File: config.mk
export PLATFORM = sky130hd
export DESIGN_NAME = gray_counter_nbit
export DESIGN_NICKNAME = d
export VERILOG_FILES = /design/src/rtl/gray_counter_nbit.sv
export SDC_FILE = /design/constraint.sdc
export NUM_CORES = 1
export LEC_CHECK = 0
export CAP_MARGIN = 20
export CORE_AREA = 2 2 39 41
export CTS_CLUSTER_DIAMETER = 40
export DETAILED_ROUTE_END_ITERATION = 8
export DIE_AREA = 0 0 41 43
export PLACE_DENSITY = 0.67
export RECOVER_POWER = 100
export SYNTH_ARGS = -nofsm -noshare
export SYNTH_HDL_FRONTEND = slang
export SYNTH_SLANG_ARGS = --single-unit
File: constraint.sdc
create_clock -name clk_in -period 3.4 [get_ports clk_in]
set_clock_uncertainty 0.1 [all_clocks]
set_input_delay 0.51 -clock clk_in [delete_from_list [all_inputs] [get_ports clk_in]]
set_output_delay 0.51 -clock clk_in [all_outputs]
set_load 0.02 [all_outputs]
File: src/rtl/gray_counter_nbit.sv
// gray_counter_nbit: up/down binary counter with a registered Gray-code mirror.
// The counter has a synchronous load, a combinational terminal-count flag and
// a one-cycle wrap pulse.
// Optional build macro GRAY_LOAD_EN: when defined, load_val_in is a Gray code
// and is decoded to binary before it is loaded. When undefined, load_val_in is
// loaded as binary with no decode logic.
module gray_counter_nbit #(
  parameter int WIDTH = 4
) (
  input  logic             clk_in,
  input  logic             rst_n_in,
  input  logic             en_in,
  input  logic             up_dn_in,
  input  logic             load_in,
  input  logic [WIDTH-1:0] load_val_in,
  output logic [WIDTH-1:0] bin_out,
  output logic [WIDTH-1:0] gray_out,
  output logic             tc_out,
  output logic             wrap_out
);

  localparam logic [WIDTH-1:0] ONE = WIDTH'(1);

  logic [WIDTH-1:0] bin_reg;
  logic [WIDTH-1:0] bin_next;
  logic [WIDTH-1:0] gray_reg;
  logic [WIDTH-1:0] gray_next;
  logic             wrap_reg;
  logic             wrap_next;
  logic [WIDTH-1:0] load_bin;
  logic             tc;

`ifdef GRAY_LOAD_EN
  // Gray-to-binary decode: each binary bit is the XOR of all Gray bits at or
  // above it. Every bit has its own reduction, so there is no ripple chain.
  generate
    for (genvar gi = 0; gi < WIDTH; gi++) begin : g_gray2bin
      assign load_bin[gi] = ^load_val_in[WIDTH-1:gi];
    end
  endgenerate
`else
  // The load value is already binary.
  assign load_bin = load_val_in;
`endif

  // Terminal count: the next enabled step wraps. It is masked while a load is pending.
  always_comb begin
    tc = 1'b0;
    if (en_in && !load_in) begin
      tc = up_dn_in ? (&bin_reg) : (~|bin_reg);
    end
  end

  // Next-state selection: a load has priority over a step, and a step has priority over hold.
  always_comb begin
    bin_next  = bin_reg;
    wrap_next = 1'b0;
    if (load_in) begin
      bin_next = load_bin;
    end else if (en_in) begin
      bin_next  = up_dn_in ? (bin_reg + ONE) : (bin_reg - ONE);
      wrap_next = tc;
    end
    gray_next = bin_next ^ (bin_next >> 1);
  end

  // Register binary, Gray and wrap together, so that Gray and binary always match.
  always_ff @(posedge clk_in or negedge rst_n_in) begin
    if (!rst_n_in) begin
      bin_reg  <= '0;
      gray_reg <= '0;
      wrap_reg <= 1'b0;
    end else begin
      bin_reg  <= bin_next;
      gray_reg <= gray_next;
      wrap_reg <= wrap_next;
    end
  end

  assign bin_out  = bin_reg;
  assign gray_out = gray_reg;
  assign wrap_out = wrap_reg;
  assign tc_out   = tc;

endmodule

==> results.sh <==
export IMPL_rsz0062_at_grt="false"
export IMPL_postCtsSetupRepairBufs=0
export IMPL_hpwl_um=711.8
export IMPL_portBuffers=18
export IMPL_cts_reportedPaths_clkPinSlew_ns=0.05
export IMPL_drive_gt1_share_pct=8.065
export IMPL_cts_root_buffer_cell="clkbuf_4"
export IMPL_syn_nets=55
export IMPL_synth_seq_cells=8
export IMPL_yosysWarnings=0
export IMPL_die_y_um=43
export IMPL_slew_viol_final=0
export IMPL_setup_tns_final_ns=0
export IMPL_synthesis_instances=43
export IMPL_grt_pass1_wl_um=1449
export IMPL_fin_nets=76
export IMPL_antenna_found_initial=0
export IMPL_cp_end_kind="output pin"
export IMPL_utilization_pct=48.46
export IMPL_grt_max_degree=10
export IMPL_stdcell_count=78
export IMPL_drtAntennaViolNets=0
export IMPL_rows=14
export IMPL_fmaxAchievable_mhz=361.0
export IMPL_start_kind="primary input"
export IMPL_layout_common_cells="14 x dlygate4sd3_1, 8 x dfrtp_1, 4 x a21oi_1, 4 x xnor2_1, 4 x clkdlybuf4s50_1"
export IMPL_cp_arrival_ns=2.16
export IMPL_whs_ns=0.5045
export IMPL_wl_um=907
export IMPL_netlist_area_um2=462.9
export IMPL_num_fill_cells=128
export IMPL_maxCapViolCount=0
export IMPL_grt_usage_pct=12.45
export IMPL_clock_latency_ns=0.24
export IMPL_vias=368
export IMPL_die_area_um2=1763
export IMPL_relSlewSlack_pct=65.14
export IMPL_synthToLayoutAreaGrowth_pct=44.86
export IMPL_cp_slowest_cell="dlygate4sd3_1"
export IMPL_power_share_switching_pct=33.81
export IMPL_gr_total_overflow=0
export IMPL_drc=0
export IMPL_grt_pass1_vias=326
export IMPL_p_clk_share_pct=20.9
export IMPL_worstPathRequired_ns=2.79
export IMPL_outcome="completed"
export IMPL_first_pass_iters=4
export IMPL_power_density_nw_per_um2=489.1
export IMPL_n_antenna_cell=0
export IMPL_cts_buffers=3
export IMPL_post_drt_wl_per_cell_um=11.63
export IMPL_clockBufferDepth=2
export IMPL_initial_core_util_pct=33.45
export IMPL_fin_crit_ns=2.770
export IMPL_crit_top_cell="dlygate4sd3_1"
export IMPL_coreArea_um2=1384
export IMPL_io_pins=19
export IMPL_gp_congestion=0.6957
export IMPL_path_cells="dlygate4sd3_1 -> inv_1 -> nand2_1 -> a21oi_1 -> dlygate4sd3_1"
export IMPL_path_buf_inv=3
export IMPL_tightest_slew_ns=0.5175
export IMPL_drt_vias_per_instance=4.718
export IMPL_p_total_uw=328.0
export IMPL_crit_type="primary input to output pin"
export IMPL_hold_viol_final=0
export IMPL_critPathMaxStageDelay_ns=0.68
export IMPL_combPwrFrac_pct=39.7
export IMPL_yosysSeqAreaShare_pct=43.24
export IMPL_cts_sinks=8
export IMPL_cts_max_level=1
export IMPL_seqPwrFrac_pct=39.3
export IMPL_dpl_cell_count=75
export IMPL_finalSetupViolCount=0
export IMPL_crit_family="buffers and inverters"
export IMPL_cts_repair_resized=0
export IMPL_p_int_uw=217.1
export IMPL_drtIter0Drc=8
export IMPL_ir_drop_mv=0.2201
export IMPL_synth_cell_type_count=21
export IMPL_final_common_cell="dlygate4sd3_1"
export IMPL_syn_area_per_cell_um2=10.77
export IMPL_die_x_um=41
export IMPL_crit_fanout=4
export IMPL_p_leak_uw=0.0003035
export IMPL_finalCritPeriodShare_pct=81.47
export IMPL_hp_class="primary input to async pin"
export IMPL_cts_tree="done"
export IMPL_netSwitchingPower_uw=110.9
export IMPL_cts_hold_fix_buffers=0
-- state kept, by name (all words and copies together) (netlist names) --
name / count
bin_out: 4
gray_out: 3
wrap_out: 1
-- cell usage after synthesis --
library cell	instances	area, um2
nand3_1	2	10.01
o21ai_1	1	5.000
a22o_1	1	8.760
mux2i_1	2	20.02
buf_4	2	15.01
nor4_1	1	6.260
dfrtp_1	8	200.2
ha_1	2	25.02
nand2b_4	1	13.76
and4b_1	1	10.01
xnor2_1	4	35.03
o21ai_0	1	5.000
and3_1	1	6.260
fa_1	1	20.02
nor2_1	2	7.510
a21oi_1	4	20.02
xor2_1	2	17.52
nand2_1	3	11.26
a211oi_1	1	7.510
inv_1	2	7.510
or3_4	1	11.26
-- cell type report --
class                      count  area, um2  area share [%]
inverter                       2      7.507           1.119
multi-input combinational     31      240.2           35.82
sequential                     8      200.2           29.85
timing repair buffer          18      180.2           26.87
tap                           16      20.02           2.985
clock buffer                   3      22.52           3.358
-- routing by layer --
| layer | wire [um] | global-route usage, % | up-vias |
|---|---|---|---|
| met5 | 0 | 0 | - |
| met3 | 66 | 3.665 | 0 |
| met1 | 414 | 17.29 | 166 |
| met2 | 426 | 17.19 | 12 |
| met4 | 0 | 6.000 | 0 |
| li1 | - | - | 190 |
-- kinds of logic (layout without fill, tap and decap cells) --
group | count (synthesis) | in the layout | synth area share [%]
muxes | 2 | 2 | 4.324
buffers and inverters | 4 | 23 | 4.865
AOI/OAI and AO/OA | 8 | 8 | 9.999
adders and majority gates | 3 | 3 | 9.729
and+or+nand+nor | 12 | 12 | 16.49
DFF | 8 | 8 | 43.24
xor gates and xnor gates | 6 | 6 | 11.35
-- per-stage QoR --
stage	worst slack, ns	area, um2
3_3_place_gp	0.8097	648.1
2_1_floorplan	1.488	462.9
3_5_place_dp	0.8022	648.1
5_1_grt	0.5334	670.6
4_1_cts	0.8017	670.6
6_report	0.6302	670.6
-- path summary, 6_finish.rpt --
kind	to	slack, ns	cells after the start	start
min in group clk_in	wrap_out	0.57	2	bin_out[3]
min reg2reg	wrap_out	0.57	2	bin_out[3]
max reg2reg	gray_out[2]	1.45	5	bin_out[0]
max in group asynchronous	bin_out[2]	2.43	1	rst_n_in
min	wrap_out	0.50	1	rst_n_in
max	tc_out	0.63	5	up_dn_in
-- power by group through the flow --
stage                     Sequential (uW)  Combinational (uW)  Clock (uW)
after floorplan                       153                55.2           0
after global placement                131                 139           0
after detailed placement              131                 140           0
after CTS                             130                 140        71.9
after global routing                  132                 142        79.7
final                                 129                 130        68.6
(Power assumes the default switching activity.)
